[src/rtl/alu_pkg.sv]
// Shared types for the ALU op sequencer: function codes, FSM states, opcode prefix.
package alu_pkg;

  typedef enum logic [2:0] {
    FN_ADD = 3'b000,
    FN_INC = 3'b001,
    FN_AND = 3'b010,
    FN_OR  = 3'b011,
    FN_XOR = 3'b100,
    FN_NOT = 3'b101,
    FN_SHL = 3'b110,
    FN_CLR = 3'b111
  } alu_fn_t;

  typedef enum logic [2:0] {
    ST_IDLE,
    ST_SETTLE,
    ST_LOAD,
    ST_RELEASE,
    ST_DONE
  } seq_state_t;

  localparam logic [3:0] ALU_PREFIX = 4'b1000;

  // Only the arithmetic functions produce a meaningful carry.
  function automatic logic fn_sets_carry(alu_fn_t fn);
    return (fn == FN_ADD) || (fn == FN_INC);
  endfunction

endpackage

[src/rtl/relay_delay_counter.sv]
// Loadable down-counter with zero flag; times both the settle and release windows.
module relay_delay_counter #(
  parameter int W = 3
) (
  input  logic         clk,
  input  logic         reset,
  input  logic         load,
  input  logic [W-1:0] load_val,
  input  logic         dec,
  output logic         zero
);

  logic [W-1:0] count;

  // Load takes priority; decrement stops at zero (always reloaded before reuse).
  always_ff @(posedge clk or posedge reset) begin
    if (reset)                    count <= '0;
    else if (load)                count <= load_val;
    else if (dec && count != '0)  count <= count - 1'b1;
  end

  assign zero = (count == '0);

endmodule

[src/rtl/alu_op_sequencer.sv]
// Sequences one ALU instruction: settle with enable held, load strobe + flag latch,
// release with enables low, then a done pulse.
module alu_op_sequencer
  import alu_pkg::*;
#(
  parameter int SETTLE_CYCLES  = 4,
  parameter int RELEASE_CYCLES = 2
) (
  input  logic       clk,
  input  logic       reset,
  input  logic       start,
  input  logic [7:0] instr,
  input  logic       alu_carry,
  input  logic       alu_zero,
  input  logic       alu_sign,
  output logic [2:0] alu_fn,
  output logic       alu_en,
  output logic       ld_a,
  output logic       ld_d,
  output logic       busy,
  output logic       done,
  output logic       bad_op,
  output logic       flag_c,
  output logic       flag_z,
  output logic       flag_s
);

  localparam int MAXC = (SETTLE_CYCLES > RELEASE_CYCLES) ? SETTLE_CYCLES : RELEASE_CYCLES;
  localparam int CW   = $clog2(MAXC + 1);
  localparam logic [CW-1:0] SETTLE_LD  = CW'(SETTLE_CYCLES - 1);
  localparam logic [CW-1:0] RELEASE_LD = CW'(RELEASE_CYCLES - 1);

  seq_state_t    state, state_n;
  logic [3:0]    op_q;      // r + fff; prefix is known once accepted
  logic          accept;
  logic          flag_ld;
  logic          cnt_load, cnt_dec, cnt_zero;
  logic [CW-1:0] cnt_val;
  alu_fn_t       fn;
  logic          is_alu_op;

  assign fn        = alu_fn_t'(op_q[2:0]);
  assign is_alu_op = (instr[7:4] == ALU_PREFIX);
  assign busy      = (state != ST_IDLE);

  relay_delay_counter #(.W(CW)) u_cnt (
    .clk      (clk),
    .reset    (reset),
    .load     (cnt_load),
    .load_val (cnt_val),
    .dec      (cnt_dec),
    .zero     (cnt_zero)
  );

  // State register
  always_ff @(posedge clk or posedge reset) begin
    if (reset) state <= ST_IDLE;
    else       state <= state_n;
  end

  // Next-state, counter control and decoded outputs
  always_comb begin
    state_n  = state;
    accept   = 1'b0;
    flag_ld  = 1'b0;
    cnt_load = 1'b0;
    cnt_dec  = 1'b0;
    cnt_val  = '0;
    alu_fn   = 3'b000;
    alu_en   = 1'b0;
    ld_a     = 1'b0;
    ld_d     = 1'b0;
    done     = 1'b0;
    case (state)
      ST_IDLE: begin
        if (start && is_alu_op) begin
          accept   = 1'b1;
          cnt_load = 1'b1;
          cnt_val  = SETTLE_LD;
          state_n  = ST_SETTLE;
        end
      end
      ST_SETTLE: begin
        alu_fn = fn;
        alu_en = 1'b1;
        if (cnt_zero) state_n = ST_LOAD;
        else          cnt_dec = 1'b1;
      end
      ST_LOAD: begin
        alu_fn   = fn;
        alu_en   = 1'b1;
        ld_a     = ~op_q[3];
        ld_d     = op_q[3];
        flag_ld  = 1'b1;
        cnt_load = 1'b1;
        cnt_val  = RELEASE_LD;
        state_n  = ST_RELEASE;
      end
      ST_RELEASE: begin
        alu_fn = fn;
        if (cnt_zero) state_n = ST_DONE;
        else          cnt_dec = 1'b1;
      end
      ST_DONE: begin
        done    = 1'b1;
        state_n = ST_IDLE;
      end
      default: state_n = ST_IDLE;
    endcase
  end

  // Registered opcode copy so instr may change while busy
  always_ff @(posedge clk or posedge reset) begin
    if (reset)       op_q <= '0;
    else if (accept) op_q <= instr[3:0];
  end

  // One-cycle reject pulse for a non-ALU opcode presented in IDLE
  always_ff @(posedge clk or posedge reset) begin
    if (reset) bad_op <= 1'b0;
    else       bad_op <= (state == ST_IDLE) && start && !is_alu_op;
  end

  // Condition flags: only the LOAD cycle updates them
  always_ff @(posedge clk or posedge reset) begin
    if (reset) begin
      flag_c <= 1'b0;
      flag_z <= 1'b0;
      flag_s <= 1'b0;
    end else if (flag_ld) begin
      flag_c <= fn_sets_carry(fn) ? alu_carry : 1'b0;
      flag_z <= alu_zero;
      flag_s <= alu_sign;
    end
  end

endmodule

[config.mk]
export PLATFORM = sky130hd
export DESIGN_NAME = alu_op_sequencer
export DESIGN_NICKNAME = d
export VERILOG_FILES = /design/src/rtl/alu_pkg.sv /design/src/rtl/relay_delay_counter.sv /design/src/rtl/alu_op_sequencer.sv
export SDC_FILE = /design/constraint.sdc
export NUM_CORES = 1
export LEC_CHECK = 0
export CAP_MARGIN = 10
export CORE_MARGIN = 2
export CORE_UTILIZATION = 45
export CTS_CLUSTER_DIAMETER = 30
export DETAILED_ROUTE_END_ITERATION = 6
export GPL_ROUTABILITY_DRIVEN = 0
export PLACE_DENSITY = 0.78
export SLEW_MARGIN = 20
export SYNTH_ARGS = -nofsm -noshare
export SYNTH_HDL_FRONTEND = slang
export SYNTH_SLANG_ARGS = --single-unit
export TNS_END_PERCENT = 20
[constraint.sdc]
create_clock -name clk -period 2.3 [get_ports clk]
set_input_delay 0.46 -clock clk [delete_from_list [all_inputs] [get_ports clk]]
set_output_delay 0.46 -clock clk [all_outputs]
set_load 0.03 [all_outputs]
* Word level (Yosys, flattened, before mapping)
Index checks and enable logic that the tools add are counted.
** Storage, ports and cells
- Memories :: 0
- Input bits :: 14
- Logic and storage cells :: 54
- Memory bits (read-only) :: 0
- Latch bits :: 0
- RAM bits :: 0
- Output and inout port bits :: 12
- Flip-flop bits (word level) :: 14
** Operators by class
- Muxes and demuxes :: 20
- Add/sub/neg operators :: 1
- Bitwise gates (word level) :: 1
- Reduce and logical (&&, ||, !) cells :: 16
- Equality and inequality tests :: 9
- Shift-type cells :: 0
- Divide/modulo/power cells :: 0
- $lt $le $gt $ge :: 0
- Multipliers :: 0
** Operator list (count)
- $mux 3 :: 6
- $pmux 3 s4 :: 1
- $mux 1 :: 10
- $logic_not 3->1 :: 3
- $eq 3x1->1 const B :: 2
- $eq 3x2->1 const B :: 2
- $ne 2x2->1 const B :: 3
- $reduce_bool 3->1 :: 2
- $eq 4x4->1 const B :: 1
- $logic_and 1x1->1 :: 4
- $pmux 2 s2 :: 1
- $reduce_or 2->1 :: 2
- $eq 3x3->1 const B :: 1
- $reduce_and 3->1 :: 1
- $reduce_or 3->1 :: 1
- $sub 3x1->3 const B :: 1
- $mux 2 :: 1
- $pmux 1 s2 :: 1
- $reduce_bool 2->1 :: 1
- $logic_not 1->1 :: 1
- $logic_or 1x1->1 :: 1
- $not 1->1 :: 1

* Longest topological paths before layout
- Depth in word-level cells :: 6
- Mapped depth :: 5
- Depth with buffers taken out :: 5

* Modules after synthesis
A second synthesis with hierarchy kept.
** Unflattened totals
- Cells, all modules :: 74
- Area total of the unflattened synthesis :: 800.8 µm²
** Modules (own cells, without submodules)
- alu_op_sequencer :: cells an instance 54, area each 589.3 µm², times used 1, sequential area each 275.3 µm²
- relay_delay_counter :: cells an instance 20, area each 211.5 µm², times used 1, sequential area each 75.1 µm²

* Worst setup path before layout
OpenSTA, ideal clock, no wires.
- Kind :: register -> output
- Start :: register state[0]
- End :: output ld_a
- Required time :: 1.840 ns
- Stages on the path, launching flop included :: 5
- Slack :: 0.432 ns
- Data arrival time :: 1.408 ns
- Cells stage by stage :: dfrtp_1 -> buf_6 -> or3b_1 -> buf_2 -> nor2_1
** On the way
- Cells in the longest elaborated chain, start to end :: 2
** RTL lines
- from (decl) :: line alu_op_sequencer.sv:33 : seq_state_t state, state_n;
- from (signal assigned) :: line alu_op_sequencer.sv:58 : else state <= state_n;
- $eq 3x2->1 :: line alu_op_sequencer.sv:74 : case (state)
- $mux 1 :: line alu_op_sequencer.sv:74
- to (decl) :: line alu_op_sequencer.sv:18 : output logic ld_a,
Every way passes these cells.

* Worst setup path after layout
- Start :: register state[1]
- End :: output done
** On the way
- Cells in the longest elaborated chain, start to end :: 2
** RTL lines
- $eq 3x3->1 :: line alu_op_sequencer.sv:74
- $mux 1 :: line alu_op_sequencer.sv:74
- to (decl) :: line alu_op_sequencer.sv:21 : output logic done,
Every way passes these cells.

==> flow_metrics.tcl <==
set metrics [dict create \
    dr_wl_met3_um 96 \
    final_max_slew_viol_count 0 \
    hp-class "in2async" \
    fillers 120 \
    start_util_pct 49.52 \
    grt_use_total_pct 18.99 \
    setup_tns_ns 0 \
    async_reset_ff_share_pct 100.0 \
    yosysUniqueCellTypes 30 \
    clkTransAtPathRegs_ns 0.09 \
    max_freq_ghz 0.4708 \
    wl_met1_um 748 \
    synthFlopType "dfrtp_1" \
    synthTopCellsByArea "dfrtp_1, mux2_4, nand2_1" \
    hpwl_um 1181 \
    drt-total-wl_um 1680 \
    dr.first_iter.drc_count 10 \
    seq_area_frac_synth_pct 45.38 \
    via_count 602 \
    run_status "finished clean" \
    numCtsBuffers 3 \
    yosys_warnings 0 \
    power.density_nw_per_um2 1395 \
    synth-edff-count 0 \
    antenna_found_initial 0 \
    post-place-cells 113 \
    postCtsSetupBuffers 0 \
    synth.top_cell.area_share_pct 45.38 \
    grt_start_max_net_pins 15 \
    worst_pin_slew_ns 0.5454 \
    synth_nets 87 \
    crit_arrival_ns 1.66 \
    htreeDepth 1 \
    drtPass1Iterations 2 \
    wl_met2_um 802 \
    insertion_delay_ns 0.29 \
    grt_pass1_wl_um 2739 \
    pin_count 26 \
    routed_via_density 5.145 \
    slew_headroom_pct 63.60 \
    root_buffer "clkbuf_4" \
    hold_buffers 0 \
    cp-end-kind "output port" \
    die_x_um 45.42 \
    fin_nets 118 \
    reg2reg_to "u_cnt.count[1]" \
    rrSetupSlack_ns 0.84 \
    drive_above_1_share_pct 17.82 \
    setup.worst_path.class "reg2out" \
    area_growth_pct 41.00 \
    core_area_um2 1559 \
    power_w 0.001518 \
    fin_crit_sh_pct 92.35 \
    synth_area_um2 772.0 \
    cts_max_path_buffers 2 \
    cap_violations 0 \
    peakVddDrop_mv 0.8337 \
    cts.sinks 14 \
    gr-total-overflow 0 \
    cp_max_fo 5 \
    finalSetupViolCount 0 \
    grt_pass1_vias 657 \
    power.leakage_nw 0.5599 \
    postPlaceCellArea_um2 1051 \
    r2r_cells 5 \
    fin_skew_ns 0.004187 \
    final_antenna_net_count 0 \
    rsz0062_at_grt "false" \
    ys_top_cells_by_count "dfrtp_1, nand2_1, nor2_1" \
    timing.final.hold_violations 0 \
    drt-wirelength-per-cell_um 14.36 \
    synth.avg_cell_area_um2 10.87 \
    rows 14 \
    fin_area_um2 1089 \
    cts_tree "done" \
    cp.required_ns 1.84 \
    startpoint "state[1]" \
    reg2reg_from "u_cnt.count[0]" \
    post-route-min-period_ns 2.124 \
    crit_path_start_kind "flop" \
    die_y_um 45.42 \
    die_area_um2 2063 \
    highest_layer "met4" \
    synth.largest_area_cell "dfrtp_1" \
    synth_seq_cells 14 \
    n_antenna_cell 0 \
    instances_no_fill 117 \
    post-synth-top-count-cell "dfrtp_1" \
    port_buffers 25 \
    drc 0 \
    synth_cells 71 \
]
-- area by class of cell --
class | instances | area (um2) | share of cell area [%]
clock buffer | 4 | 36.28 | 3.333
inverter | 4 | 15.01 | 1.379
multi-input combinational | 49 | 377.9 | 34.71
sequential | 14 | 350.3 | 32.18
tap | 16 | 20.02 | 1.839
timing repair buffer | 30 | 289.0 | 26.55
-- per-stage QoR --
stage                     worst slack, ns  hold slack, ns  util, %
after floorplan                    0.4320          0.3492        -
after global placement             0.2837          0.4597    67.42
after detailed placement           0.2418          0.4675    67.42
after CTS                         0.01613          0.4947    69.34
after global routing              0.07766          0.5202    69.82
final                              0.1760          0.4952    69.82
-- layer usage --
layer | track usage (%) | up-vias
met3 | 5.952 | 5
met2 | 32.11 | 18
met1 | 21.57 | 284
met4 | 8.824 | 0
li1 | - | 295
met5 | 0 | -
-- state kept, by name, summed over array words and instances, names as in the netlist --
signal	count
bad_op	1
flag_c	1
flag_s	1
flag_z	1
op_q	4
state	3
u_cnt.count	3
-- power by group --
group	internal (W)	switching (W)
registers	0.000353	0.0000722
logic	0.000406	0.000499
clock network	0.0000966	0.0000905
total	0.000856	0.000662
-- logic make-up (layout without fill, tap and decap cells) --
group,count (synthesis),count (layout),share of synthesized area [%]
XOR/XNOR,2,2,2.269
adder cells (fa/ha/maj),2,2,3.241
AO/OA/AOI/OAI,3,3,2.917
buffers and inverters,8,38,5.672
AND/OR/NAND/NOR,37,37,31.28
multiplexers,5,5,9.238
flip-flops,14,14,45.38
-- layout by cell type, fill, tap and decap left out, types with 2 or more instances in the layout --
master	netlist	routed
clkdlybuf4s50_1	0	17
dlygate4sd2_1	0	5
clkbuf_4	0	3
nand2_1	9	9
buf_4	1	5
mux2_4	4	4
nand3b_1	2	2
inv_1	4	4
and2_1	2	2
nor3b_1	4	4
nor2_1	7	7
ha_1	2	2
dfrtp_1	14	14
nand3_1	2	2
dlymetal6s2s_1	0	3
-- worst max-delay path by stage --
| stage | slack [ns] | endpoint |
|---|---|---|
| CTS | 0.02 | alu_fn[0] |
| finish | 0.18 | done |
| detailed placement | 0.24 | done |
| global route | 0.08 | done |
| global placement | 0.28 | done |
| floorplan | 0.43 | ld_a |
-- what timing repair did --
item | CTS | global route
cloned | 0 | 0
pin swaps | 0 | 0
endpoints found under the setup margin | 5 | 3
resized for setup | 5 | 3
-- critical path: stages (launching register included) --
cell and delay (ns):
dfrtp_1 0.43, buf_4 0.17, nor2_1 0.21, and2_1 0.16, dlygate4sd2_1 0.39
(Power assumes the default switching activity.)
